`config.mk`:
```
export PLATFORM = sky130hd
export DESIGN_NAME = water_pump_sequencer
export DESIGN_NICKNAME = d
export VERILOG_FILES = /design/src/rtl/water_pump_pkg.sv /design/src/rtl/water_pump_sequencer_probe_debounce.sv /design/src/rtl/water_pump_sequencer.sv
export SDC_FILE = /design/constraint.sdc
export NUM_CORES = 1
export LEC_CHECK = 0
export ABC_AREA = 0
export BUFFER_PORTS_ARGS = -buffer_cell sky130_fd_sc_hd__buf_2
export CAP_MARGIN = 20
export CORE_ASPECT_RATIO = 0.8
export CORE_UTILIZATION = 56
export DETAILED_ROUTE_END_ITERATION = 7
export PLACE_DENSITY = 0.85
export REMOVE_ABC_BUFFERS = 1
export SYNTH_ARGS = -nofsm -noshare
export SYNTH_HDL_FRONTEND = slang
export SYNTH_SLANG_ARGS = --single-unit
```
`constraint.sdc`:
```
create_clock -name clk -period 2.07 [get_ports clk]
set_input_delay 0.1035 -clock clk [delete_from_list [all_inputs] [get_ports clk]]
set_output_delay 0.1035 -clock clk [all_outputs]
set_load 0.02 [all_outputs]
```
`src/rtl/water_pump_pkg.sv`:
```
// Shared types and helpers for the tank-fill pump sequencer.
package water_pump_pkg;

  typedef enum logic [1:0] {
    IDLE    = 2'd0,
    FILLING = 2'd1,
    HOLDOFF = 2'd2,
    FAULT   = 2'd3
  } pump_state_t;

  localparam int unsigned LEVEL_W  = 3;
  localparam int unsigned N_PROBES = 5;

  // Count of wet probes contiguous from the bottom probe upwards.
  function automatic logic [LEVEL_W-1:0] thermo_level(input logic [N_PROBES-1:0] db);
    logic [LEVEL_W-1:0] n;
    logic               run;
    n   = '0;
    run = 1'b1;
    for (int unsigned i = 0; i < N_PROBES; i++) begin
      if (run && db[i]) n = n + LEVEL_W'(1);
      else              run = 1'b0;
    end
    return n;
  endfunction

endpackage

```
`src/rtl/water_pump_sequencer_probe_debounce.sv`:
```
// One level probe: 2-flop synchroniser, active-low inversion and debounce filter.
module probe_debounce #(
  parameter int unsigned DEBOUNCE_CYCLES = 50000
) (
  input  logic clk,
  input  logic rst_n,
  input  logic raw_n,
  output logic wet
);

  localparam int unsigned CNT_W = (DEBOUNCE_CYCLES > 1) ? $clog2(DEBOUNCE_CYCLES) : 1;
  localparam logic [CNT_W-1:0] CNT_LAST = CNT_W'(DEBOUNCE_CYCLES - 1);

  logic [1:0]       sync;
  logic             wet_raw;
  logic [CNT_W-1:0] cnt;

  assign wet_raw = ~sync[1];

  // Synchroniser resets to the idle-high (dry) pin level so it agrees with wet=0.
  always_ff @(posedge clk or negedge rst_n) begin
    if (!rst_n) begin
      sync <= '1;
      cnt  <= '0;
      wet  <= 1'b0;
    end else begin
      sync <= {sync[0], raw_n};
      if (wet_raw != wet) begin
        if (cnt == CNT_LAST) begin
          wet <= wet_raw;
          cnt <= '0;
        end else begin
          cnt <= cnt + CNT_W'(1);
        end
      end else begin
        cnt <= '0;
      end
    end
  end

endmodule

```
`src/rtl/water_pump_sequencer.sv`:
```
// Tank-fill pump controller: debounced probes, level encoder, hysteresis FSM with watchdog.
// Optional macro LEVEL_CONSISTENCY_CHECK_EN faults on a persistent non-thermometer probe pattern.
module water_pump_sequencer
  import water_pump_pkg::*;
#(
  parameter int unsigned N_SENSORS       = 5,
  parameter int unsigned DEBOUNCE_CYCLES = 50000,
  parameter int unsigned LOW_LEVEL       = 1,
  parameter int unsigned HIGH_LEVEL      = 4,
  parameter int unsigned MIN_OFF_CYCLES  = 250000,
  parameter int unsigned MAX_RUN_CYCLES  = 50000000
) (
  input  logic                 clk,
  input  logic                 rst_n,
  input  logic [N_SENSORS-1:0] sensor_n,
  input  logic                 enable,
  input  logic                 fault_clr,
  output logic                 pump_on,
  output logic [LEVEL_W-1:0]   level,
  output logic [N_SENSORS-1:0] led,
  output logic [1:0]           state,
  output logic                 fault
);

  localparam int unsigned RUN_W = (MAX_RUN_CYCLES > 1) ? $clog2(MAX_RUN_CYCLES) : 1;
  localparam int unsigned OFF_W = (MIN_OFF_CYCLES > 1) ? $clog2(MIN_OFF_CYCLES) : 1;
  localparam logic [RUN_W-1:0]   RUN_LAST = RUN_W'(MAX_RUN_CYCLES - 1);
  localparam logic [OFF_W-1:0]   OFF_LAST = OFF_W'(MIN_OFF_CYCLES - 1);
  localparam logic [LEVEL_W-1:0] LOW_L    = LEVEL_W'(LOW_LEVEL);
  localparam logic [LEVEL_W-1:0] HIGH_L   = LEVEL_W'(HIGH_LEVEL);

  logic [N_SENSORS-1:0] db;
  pump_state_t          state_q, state_d;
  logic [RUN_W-1:0]     run_cnt;
  logic [OFF_W-1:0]     off_cnt;
  logic                 incon;
  logic                 clr_ok;

  for (genvar g = 0; g < N_SENSORS; g++) begin : g_probe
    probe_debounce #(
      .DEBOUNCE_CYCLES(DEBOUNCE_CYCLES)
    ) u_probe (
      .clk   (clk),
      .rst_n (rst_n),
      .raw_n (sensor_n[g]),
      .wet   (db[g])
    );
  end

  assign led   = db;
  assign level = thermo_level(db);
  assign state = state_q;

`ifdef LEVEL_CONSISTENCY_CHECK_EN
  localparam int unsigned BAD_W = (DEBOUNCE_CYCLES > 1) ? $clog2(DEBOUNCE_CYCLES) : 1;
  localparam logic [BAD_W-1:0] BAD_LAST = BAD_W'(DEBOUNCE_CYCLES - 1);

  logic [N_SENSORS-1:0] thermo_mask;
  logic                 non_thermo;
  logic [BAD_W-1:0]     bad_cnt;

  always_comb begin
    thermo_mask = '0;
    for (int unsigned i = 0; i < N_SENSORS; i++) begin
      if (LEVEL_W'(i) < level) thermo_mask[i] = 1'b1;
    end
  end

  assign non_thermo = (db != thermo_mask);

  // bad_cnt holds the number of earlier consecutive bad cycles, saturating at D-1.
  always_ff @(posedge clk or negedge rst_n) begin
    if (!rst_n)               bad_cnt <= '0;
    else if (!non_thermo)     bad_cnt <= '0;
    else if (bad_cnt != BAD_LAST) bad_cnt <= bad_cnt + BAD_W'(1);
  end

  assign incon  = non_thermo && (bad_cnt == BAD_LAST);
  assign clr_ok = fault_clr && !non_thermo;
`else
  assign incon  = 1'b0;
  assign clr_ok = fault_clr;
`endif

  always_comb begin
    state_d = state_q;
    unique case (state_q)
      IDLE: begin
        if (incon)                          state_d = FAULT;
        else if (enable && (level < LOW_L)) state_d = FILLING;
      end
      FILLING: begin
        if ((run_cnt == RUN_LAST) || incon)     state_d = FAULT;
        else if ((level >= HIGH_L) || !enable)  state_d = HOLDOFF;
      end
      HOLDOFF: begin
        if (off_cnt == OFF_LAST) state_d = IDLE;
      end
      FAULT: begin
        if (clr_ok) state_d = HOLDOFF;
      end
      default: state_d = IDLE;
    endcase
  end

  always_ff @(posedge clk or negedge rst_n) begin
    if (!rst_n) begin
      state_q <= IDLE;
      pump_on <= 1'b0;
      fault   <= 1'b0;
    end else begin
      state_q <= state_d;
      pump_on <= (state_d == FILLING);
      fault   <= (state_d == FAULT);
    end
  end

  // Holding each counter at zero outside its state gives the clear-on-entry behaviour.
  always_ff @(posedge clk or negedge rst_n) begin
    if (!rst_n) begin
      run_cnt <= '0;
      off_cnt <= '0;
    end else begin
      if (state_q != FILLING)  run_cnt <= '0;
      else if (run_cnt != '1)  run_cnt <= run_cnt + RUN_W'(1);
      if (state_q != HOLDOFF)  off_cnt <= '0;
      else if (off_cnt != '1)  off_cnt <= off_cnt + OFF_W'(1);
    end
  end

endmodule

```
==> results of run 1 <==
## synthesized netlist by cell type, drive strengths merged (2+ instances only)
| cell type | instances | area share [%] |
|---|---|---|
| a21boi | 2 | 0.21 |
| or4 | 5 | 0.58 |
| a2111oi | 4 | 0.75 |
| clkbuf | 17 | 0.90 |
| nand2b | 5 | 0.44 |
| nor4b | 6 | 0.74 |
| and4 | 10 | 1.2 |
| nand2 | 59 | 3.1 |
| and2 | 4 | 0.35 |
| nor3 | 19 | 1.3 |
| buf | 9 | 0.90 |
| a31oi | 8 | 0.70 |
| o31ai | 2 | 0.21 |
| inv | 11 | 0.58 |
| nor4 | 9 | 1.2 |
| xnor2 | 56 | 6.9 |
| xor2 | 47 | 5.8 |
| nor2b | 5 | 0.44 |
| dfstp | 10 | 3.7 |
| dfrtp | 133 | 47 |
| nor2 | 129 | 6.8 |
| mux2i | 4 | 0.56 |
| nor4bb | 3 | 0.42 |
| ha | 9 | 1.6 |
| nand4 | 37 | 3.5 |
| or4b | 2 | 0.28 |
| a21oi | 14 | 0.98 |
| and3 | 25 | 2.2 |
| o21ai | 13 | 0.91 |
| nand3 | 51 | 3.6 |
| or2 | 2 | 0.18 |
| a211oi | 9 | 0.95 |
## path summary, 6_finish.rpt
path | slack, ps | endpoint | cells after the start | startpoint
max | -400 | level[2] | 10 | g_probe[1].u_probe.wet
min | 140 | g_probe[4].u_probe.cnt[6] | 2 | rst_n
max reg2reg | -220 | state[1] | 11 | g_probe[1].u_probe.wet
min reg2reg | 360 | g_probe[0].u_probe.sync[1] | 0 | g_probe[0].u_probe.sync[0]
min in group clk | 320 | g_probe[1].u_probe.sync[0] | 2 | sensor_n[1]
max in group asynchronous | 1120 | g_probe[4].u_probe.sync[1] | 3 | rst_n
## power by group through the flow
| stage | sequential [mW] | clock [mW] | combinational, mW |
|---|---|---|---|
| 4_1_cts | 3.01 | 3.13 | 0.527 |
| 5_1_grt | 3.02 | 3.25 | 0.591 |
| 3_3_place_gp | 3.05 | 0 | 0.489 |
| 3_5_place_dp | 3.06 | 0 | 0.511 |
| 6_report | 3.01 | 3.09 | 0.523 |
| 2_1_floorplan | 3.07 | 0 | 0.258 |
## sequential cells by signal, indices dropped and copies added (netlist names)
signal	count
g_probe.u_probe.cnt	80
g_probe.u_probe.sync	10
fault	1
run_cnt	26
g_probe.u_probe.wet	5
pump_on	1
state	2
off_cnt	18
## worst reg2reg max path, cell delays in order (launching register included)
cell	delay, ps
dfrtp_1	420
nand2_1	130
inv_2	70
ha_4	240
o31a_1	290
ha_2	180
nand2_2	80
xor2_2	210
nor4_4	60
buf_4	140
nand3b_1	170
a22o_1	200
## layout make-up
class | instances | share of cell area (%)
inverter | 11 | 0.498
multi-input combinational | 551 | 41.1
clock inverter | 14 | 1.93
sequential | 143 | 43.3
clock buffer | 18 | 5.29
tap | 171 | 2.58
timing repair buffer | 59 | 5.31
## metrics by stage
stage / area (um2) / std cells
2_1_floorplan: 7000 / 705
5_1_grt: 8300 / 967
3_3_place_gp: 7550 / 925
4_1_cts: 8270 / 966
3_5_place_dp: 7550 / 925
6_report: 8300 / 967
## layer usage
metal,vias to the layer above,global-route usage [%],share of wire [%]
met5,-,0,0
met4,0,11.0,2.0
met3,31,6.12,4.8
met2,174,42.2,49
met1,2761,33.0,44
li1,2651,-,-
## timing repair
| action | 4_1_cts | 5_1_grt |
|---|---|---|
| hold buffers | 8 | 0 |
| resized for setup | 7 | 5 |
| endpoints found under the hold margin | 109 | 0 |
| setup endpoints to repair | 5 | 5 |
| setup buffers | 1 | 1 |
| pin swaps | 5 | 5 |
## kinds of logic after synthesis
family	count (synthesis)	synth area share [%]
fa+ha+maj	9	1.58
simple gates	376	26.9
xor+xnor	103	12.7
compound gates	59	5.58
buf+inv	37	2.37
mux	4	0.562
flops	143	50.4
==> results.py, run 1 <==
metrics = {
    "run_status": {
        "run_status": "finished, violations left",
        "failed_checks": "setup timing",
    },
    "cts": {
        "cts_htree_levels": 4,
        "sinks_on_clock_net": 143,
        "cts_inserted_buffers": 17,
        "cts.reportedPaths.clkPinSlew_ps": 60,
        "cts_root_buffer": "clkbuf_16",
        "clock_latency_ps": 430,
        "clock_tree.buffer_depth": 2,
        "tritoncts": "yes",
    },
    "critical_path": {
        "worst_ep_required_time_ps": 1970,
        "worstPathBufferInverterCount": 3,
        "crit_chain": "nand2_1 > inv_2 > ha_4 > o31a_1 > ha_2 > nand2_2 > xor2_2 > nor4_4 > buf_4 > buf_6",
        "setup.worst_path.class": "reg -> out",
        "cp_top_family": "flip-flops",
        "critPathLaunchType": "flip-flop",
        "critical-path-max-stage-delay_ps": 420,
        "cp.arrival_ps": 2370,
        "critical-path-slowest-cell": "dfrtp_1",
        "path_max_fanout": 4,
        "cp-end-kind": "primary output",
    },
    "final_layout": {
        "final_common_cell": "dfrtp_1",
        "multi_input_comb_area_mm2": 0.00341,
        "total_number_of_nets_in_the_final_design": 801,
        "areaGrowthSynthToFinish_pct": 16.4,
        "drive_gt1_share_pct": 13.9,
        "antennaDiodeCount": 0,
        "layout.filler_cells": 859,
        "final-seq-area_mm2": 0.00359,
        "final_core_utilization_pct": 67.5,
        "layout.cells.most_common_list": "133 x dfrtp_1, 129 x nor2_1, 58 x nand2_1",
    },
    "power": {
        "power.clock.fraction_pct": 46.6,
        "p_leak_nw": 3.54,
        "power_report.internal_total_mw": 4.92,
        "power_frac_comb_pct": 7.9,
        "worst_ir_drop_vdd_v": 0.000662,
        "design_power_total_mw": 6.62,
        "powerDensity_mw_per_mm2": 798,
        "swShare_pct": 25.7,
        "net-switching-power_mw": 1.70,
        "power.sequential.fraction_pct": 45.5,
    },
    "floorplanning": {
        "top_level_ports": 21,
        "core.rowCount": 36,
        "die_h_um": 103,
        "core_area_mm2": 0.0123,
        "die_area_mm2": 0.0132,
        "die_w_um": 128,
        "initial_utilization_pct": 58.0,
    },
    "route": {
        "detailedRoute.firstPassIterationCount": 5,
        "detailedRoute.firstIterationViolations": 496,
        "detail_route.wl_per_cell_um": 16.2,
        "vias": 5617,
        "drt_wl_total_um": 15700,
        "drc": 0,
        "ant_nets": 0,
        "detailed_route_vias_per_instance": 5.81,
    },
    "grt": {
        "first_global_vias": 5435,
        "grt_start_max_net_pins": 62,
        "grt.total_usage_pct": 25.7,
        "grt_antenna_before_repair": 0,
        "grt_pass1_wl_um": 26100,
        "grt_remaining_overflow": 0,
    },
    "yosys": {
        "mappedNetlistArea_mm2": 0.00713,
        "async_reset_ff_share_pct": 100,
        "ys.warnings.count": 0,
        "synth_seq_cells": 143,
        "yosys_most_used_dff": "dfrtp_1",
        "avgSynthCellArea_um2": 9.75,
        "number_of_enable_flip_flop_cells_after_synthesis": 0,
        "post_synth_inst_count": 731,
        "synth_seq_area_share_pct": 50.4,
        "number_of_different_library_cells_in_the_post_synthesis_netlist": 53,
    },
    "timing": {
        "final.setup_skew_ps": 12.4,
        "setup_viol": 5,
        "setup_slack_ps": -400,
        "setup_tns_ps": -1250,
        "timing_max_transition_violations_final": 0,
        "rsz0062_at_grt": "true",
        "worstMarginPinSlew_ps": 584,
        "final.period_utilization_pct": 119,
        "period_needed_ps": 2470,
        "slew_headroom_pct": 60.1,
        "clock.fmax_mhz": 405,
        "holdWs_ps": 143,
        "timing.final.hold_violations": 0,
    },
    "hold_path": {
        "holdCritPathClass": "in -> async",
    },
    "placement": {
        "globalplace.congestion": 0.897,
        "detailedPlace.worstSlack_ps": -261,
        "io_buffer_count": 20,
        "dp.final_hpwl_um": 10300,
    },
    "job": {
        "max_cap_viol": 0,
    },
}
Note: power is estimated with default switching activity, not from simulation.
==> run 2, diff against run 1 <==
--- a/config.mk
+++ b/config.mk
@@ -9,9 +9,9 @@
 export BUFFER_PORTS_ARGS = -buffer_cell sky130_fd_sc_hd__buf_2
 export CAP_MARGIN = 20
 export CORE_ASPECT_RATIO = 0.8
-export CORE_UTILIZATION = 56
+export CORE_UTILIZATION = 62
 export DETAILED_ROUTE_END_ITERATION = 7
-export PLACE_DENSITY = 0.85
+export PLACE_DENSITY = 0.88
 export REMOVE_ABC_BUFFERS = 1
 export SYNTH_ARGS = -nofsm -noshare
 export SYNTH_HDL_FRONTEND = slang
==> constraint.sdc (replaced) <==
create_clock -name clk -period 2.8 [get_ports clk]
set_input_delay 0.14 -clock clk [delete_from_list [all_inputs] [get_ports clk]]
set_output_delay 0.14 -clock clk [all_outputs]
set_load 0.02 [all_outputs]
==> run 2 against run 1 <==
Net effect:
- combinational power down 34%
- highest routed layer unchanged
- total power down 29%
- via count about the same
- critical endpoint unchanged
- the flow now finishes without violations
==> results.py, run 2 (synthesis gave the netlist of run 1 again) <==
metrics = {
    "placement": {
        "dp.final_hpwl_um": 10100,
        "globalplace.congestion": 0.848,
        "io_buffer_count": 20,
        "detailedPlace.worstSlack_ps": 178,
        "place_inst": 877,
    },
    "final_layout": {
        "largest_register": "g_probe.u_probe.cnt",
        "final_common_cell": "dfrtp_1",
        "drive_gt1_share_pct": 9.97,
        "layout.filler_cells": 753,
        "antennaDiodeCount": 0,
        "number_of_flip_flops_under_the_largest_register_name": 80,
        "final_cells": 916,
        "multi_input_comb_area_mm2": 0.00337,
        "total_number_of_nets_in_the_final_design": 777,
        "layout.cells.most_common_list": "133 x dfrtp_1, 129 x nor2_1, 59 x nand2_1",
        "areaGrowthSynthToFinish_pct": 12.0,
        "top_regs": "g_probe.u_probe.cnt (80), run_cnt (26), off_cnt (18)",
        "final-seq-area_mm2": 0.00359,
    },
    "cts": {
        "cts_root_buffer": "clkbuf_16",
        "cts_inserted_buffers": 17,
        "tritoncts": "yes",
        "sinks_on_clock_net": 143,
        "cts_htree_levels": 4,
        "cts.reportedPaths.clkPinSlew_ps": 50,
        "clock_tree.buffer_depth": 2,
        "clock_latency_ps": 420,
    },
    "route": {
        "ant_nets": 0,
        "detailed_route_vias_per_instance": 6.13,
        "detail_route.wl_per_cell_um": 16.6,
        "detailedRoute.firstIterationViolations": 440,
        "drc": 0,
        "drt_wl_total_um": 15200,
        "vias": 5612,
        "detailedRoute.firstPassIterationCount": 5,
    },
    "floorplanning": {
        "die_area_mm2": 0.0119,
        "core.rowCount": 34,
        "core_area_mm2": 0.0110,
        "top_level_ports": 21,
        "die_w_um": 122,
        "initial_utilization_pct": 64.7,
        "die_h_um": 97.9,
    },
    "power": {
        "powerDensity_mw_per_mm2": 593,
        "net-switching-power_mw": 1.15,
        "power_report.internal_total_mw": 3.59,
        "power_frac_comb_pct": 7.3,
        "power.sequential.fraction_pct": 47.4,
        "worst_ir_drop_vdd_v": 0.000524,
        "swShare_pct": 24.3,
        "design_power_total_mw": 4.74,
        "p_leak_nw": 3.39,
        "power.clock.fraction_pct": 45.3,
    },
    "grt": {
        "grt_pass1_wl_um": 26500,
        "grt_remaining_overflow": 0,
        "grt_antenna_before_repair": 0,
        "grt_start_max_net_pins": 94,
        "grt.total_usage_pct": 28.2,
        "first_global_vias": 5680,
    },
    "timing": {
        "final.period_utilization_pct": 98.0,
        "final.setup_skew_ps": 5.70,
        "slew_headroom_pct": 40.0,
        "setup_slack_ps": 54.8,
        "timing.final.hold_violations": 0,
        "worstMarginPinSlew_ps": 900,
        "holdWs_ps": 90.1,
        "setup_viol": 0,
        "timing_max_transition_violations_final": 0,
        "setup_tns_ps": 0,
        "clock.fmax_mhz": 364,
        "period_needed_ps": 2750,
    },
    "critical_path": {
        "worstRegToRegCells": 11,
        "worst_ep_required_time_ps": 2660,
        "cp-end-kind": "primary output",
        "setup.worst_path.class": "reg -> out",
        "path_max_fanout": 6,
        "critPathLaunchType": "flip-flop",
        "cp.arrival_ps": 2610,
    },
    "hold_path": {
        "holdCritPathClass": "in -> reg",
        "worst_hold_stages": 3,
    },
    "run_status": {
        "run_status": "complete, no violations",
    },
    "job": {
        "max_cap_viol": 0,
    },
}
## run 2: metal layers
| layer | global-route usage, % | share of wire, % |
|---|---|---|
| met5 | 0 | 0 |
| met4 | 12.0 | 2.8 |
| met3 | 6.95 | 5.7 |
| met2 | 45.8 | 50 |
| met1 | 36.1 | 42 |
## run 2: timing repair
item                                    4_1_cts  5_1_grt
resized for setup                             1        0
pin swaps                                     0        1
hold buffers                                  6        0
endpoints found under the hold margin        88        0
setup buffers                                 0        1
endpoints found under the setup margin        1        1
## run 2: worst max-delay path: stages (launching register included)
cell     delay, ps
dfrtp_1        450
inv_1          130
a21oi_1        200
ha_1           290
o31a_1         260
ha_1           180
nand2_1         70
xor2_1         100
nor4_2         280
buf_2          230
## run 2: final timing paths
check                                           start                          to  slack, ps
hold / removal                              fault_clr                       fault         90
hold reg to reg            g_probe[4].u_probe.sync[0]  g_probe[4].u_probe.sync[1]        360
setup reg to reg               g_probe[2].u_probe.wet                    state[0]        160
min in group asynchronous                       rst_n   g_probe[4].u_probe.cnt[3]        360
max in group asynchronous                       rst_n  g_probe[2].u_probe.sync[1]       1600
setup / recovery               g_probe[2].u_probe.wet                    level[2]         50
## run 2: power groups by stage
stage | combinational (mW) | clock [mW] | sequential (mW)
after floorplan | 0.190 | 0 | 2.27
after global placement | 0.324 | 0 | 2.27
after detailed placement | 0.342 | 0 | 2.28
after CTS | 0.351 | 2.17 | 2.24
after global routing | 0.393 | 2.27 | 2.26
final | 0.344 | 2.15 | 2.25
## run 2: area by class of cell
cell class	instances	area share, %
Inverter	11	0.517
Sequential cell	143	45.0
Clock buffer	26	6.26
Clock inverter	6	0.753
Timing Repair Buffer	35	2.93
Multi-Input combinational cell	551	42.3
Tap cell	144	2.26
## run 2: stage by stage
stage	cell area, um2	utilization (%)
final	7980	72.4
after floorplan	7000	-
after global routing	7980	72.4
after CTS	7970	72.4
after global placement	7350	66.7
after detailed placement	7350	66.7
==> run 3, diff against run 2 <==
--- a/config.mk
+++ b/config.mk
@@ -12,6 +12,7 @@
 export CORE_UTILIZATION = 62
 export DETAILED_ROUTE_END_ITERATION = 7
 export PLACE_DENSITY = 0.88
+export RECOVER_POWER = 50
 export REMOVE_ABC_BUFFERS = 1
 export SYNTH_ARGS = -nofsm -noshare
 export SYNTH_HDL_FRONTEND = slang
==> run 3 against run 2 <==
Net effect:
- the flow now finishes with violations (capacitance limit, slew limit)
- first-iteration DRC count is 14% higher
- hold slack better by 2.4 ps
- count of clock-buffer cells in the layout stayed put
- register-to-register slack worse by 20 ps
- worst setup slack worse by 18 ps
- clock skew is 1.6 ps higher
- routed wire length is 0.52% higher
- sequential power hardly changed
- flip-flop and latch count stayed put
==> results.py, run 3 (synthesis gave the netlist of run 1 again) <==
metrics = {
    "grt": {
        "grt_remaining_overflow": 0,
        "met3_usage_pct": 6.95,
        "first_global_vias": 5680,
        "grt_pass1_wl_um": 26500,
        "grt_antenna_before_repair": 0,
        "global_route.peak_usage_layer": "met2",
        "grt_start_max_net_pins": 94,
        "grt_use_met1_pct": 36.1,
        "met2_usage_pct": 45.8,
        "grt.total_usage_pct": 28.2,
    },
    "timing": {
        "setup_slack_ps": 37.0,
        "slew_headroom_pct": -45.8,
        "worstMarginPinSlew_ps": 2190,
        "setup_tns_ps": 0,
        "setup_viol": 0,
        "period_needed_ps": 2760,
        "final.setup_skew_ps": 7.26,
        "final.period_utilization_pct": 98.7,
        "timing_max_transition_violations_final": 94,
        "clock.fmax_mhz": 362,
        "holdWs_ps": 92.5,
        "timing.final.hold_violations": 0,
    },
    "route": {
        "ant_nets": 0,
        "detailed_route_vias_per_instance": 6.14,
        "detailedRoute.firstPassIterationCount": 5,
        "detail_route.wl_per_cell_um": 16.7,
        "drt_wl_total_um": 15300,
        "drc": 0,
        "detailedRoute.firstIterationViolations": 501,
        "vias": 5620,
    },
    "cts": {
        "clock_tree.buffer_depth": 2,
        "cts_root_buffer": "clkbuf_16",
        "tritoncts": "yes",
        "sinks_on_clock_net": 143,
        "cts_htree_levels": 4,
        "cts_inserted_buffers": 17,
        "cts.reportedPaths.clkPinSlew_ps": 50,
        "clock_latency_ps": 420,
    },
    "power": {
        "p_leak_nw": 3.36,
        "powerDensity_mw_per_mm2": 594,
        "worst_ir_drop_vdd_v": 0.000524,
    },
    "critical_path": {
        "critPathLaunchType": "flip-flop",
        "cp-end-kind": "primary output",
        "worstRegToRegCells": 11,
        "critical-path-max-stage-delay_ps": 450,
        "worst_ep_required_time_ps": 2660,
        "path_max_fanout": 6,
        "crit_chain": "nand2_1 > inv_1 > ha_1 > o31a_1 > ha_1 > nand2_1 > xor2_1 > nor4_2 > buf_2",
        "setup.worst_path.class": "reg -> out",
        "critical-path-slowest-cell": "dfrtp_1",
        "cp.arrival_ps": 2620,
    },
    "final_layout": {
        "total_number_of_nets_in_the_final_design": 777,
        "final_common_cell": "dfrtp_1",
        "layout.filler_cells": 759,
        "final_cells": 916,
        "final_instance_area_mm2": 0.00796,
        "largest_register": "g_probe.u_probe.cnt",
        "layout.cells.most_common_list": "133 x dfrtp_1, 129 x nor2_1, 59 x nand2_1",
        "drive_gt1_share_pct": 8.81,
        "top_regs": "g_probe.u_probe.cnt (80), run_cnt (26), off_cnt (18)",
        "antennaDiodeCount": 0,
        "areaGrowthSynthToFinish_pct": 11.7,
        "number_of_flip_flops_under_the_largest_register_name": 80,
    },
    "job": {
        "max_cap_viol": 1,
    },
    "placement": {
        "place_inst": 877,
        "dp.final_hpwl_um": 10100,
        "io_buffer_count": 20,
        "globalplace.congestion": 0.848,
        "detailedPlace.worstSlack_ps": 178,
        "placed_cell_area_mm2": 0.00735,
    },
    "run_status": {
        "failed_checks": "capacitance limit, slew limit",
        "run_status": "finished, violations left",
    },
    "floorplanning": {
        "core.rowCount": 34,
        "die_w_um": 122,
        "initial_utilization_pct": 64.7,
        "die_h_um": 97.9,
        "core_area_mm2": 0.0110,
        "die_area_mm2": 0.0119,
        "top_level_ports": 21,
    },
    "hold_path": {
        "worst_hold_stages": 3,
        "holdCritPathClass": "in -> reg",
    },
}
run 3: cell count changes in the layout (fill, tap and decap cells not counted):
cell | before | now
buf_2 | 19 | 10
clkbuf_1 | 5 | 14
clkbuf_2 | 0 | 2
buf_4 | 9 | 8
buf_6 | 1 | 0
run 3: final cells by class:
cell class / instances / area [um2] / share of cell area [%]
multi-input combinational: 551 / 3370 / 42.4
clock inverter: 6 / 60.1 / 0.754
clock buffer: 26 / 499 / 6.27
timing repair buffer: 35 / 214 / 2.69
tap: 144 / 180 / 2.26
inverter: 11 / 41.3 / 0.519
sequential: 143 / 3590 / 45.1
run 3: final timing paths:
path,start,to,slack [ps]
hold / removal,fault_clr,fault,90
setup / recovery,g_probe[0].u_probe.wet,level[2],40
hold reg to reg,g_probe[4].u_probe.sync[0],g_probe[4].u_probe.sync[1],360
min in group asynchronous,rst_n,g_probe[3].u_probe.cnt[5],920
max in group asynchronous,rst_n,run_cnt[19],500
setup reg to reg,g_probe[0].u_probe.wet,state[0],140
run 3: metrics by stage:
stage	total power, mW	utilization (%)
after detailed placement	2.62	66.7
after global placement	2.60	66.7
final	4.73	72.2
after floorplan	2.46	-
after CTS	4.76	72.4
after global routing	4.92	72.2
run 3: metal layers:
layer	up-vias	wire length [um]
li1	2605	-
met2	205	7520
met3	51	945
met5	-	0
met4	0	456
met1	2759	6350
run 3: power by group:
group | internal [mW] | leakage (nW) | switching, mW
sequential | 2.15 | 1.94 | 0.0995
combinational | 0.125 | 1.15 | 0.215
clock | 1.31 | 0.270 | 0.833
total | 3.58 | 3.36 | 1.15
run 3: timing repair:
item                       4_1_cts  5_1_grt
resized for setup                1        0
setup endpoints to repair        1        1
hold endpoints to repair        88        0
pin swaps                        0        1
buffers inserted                 0        1
hold buffers                     6        0
run 3: worst max-delay path: cells and delay by family (launching register included):
family	cells	cell delay [ps]
XOR/XNOR	1	100
adder cells (fa/ha/maj)	2	520
flip-flops	1	450
AND/OR/NAND/NOR	3	540
AO/OA/AOI/OAI	1	260
buffers and inverters	2	340
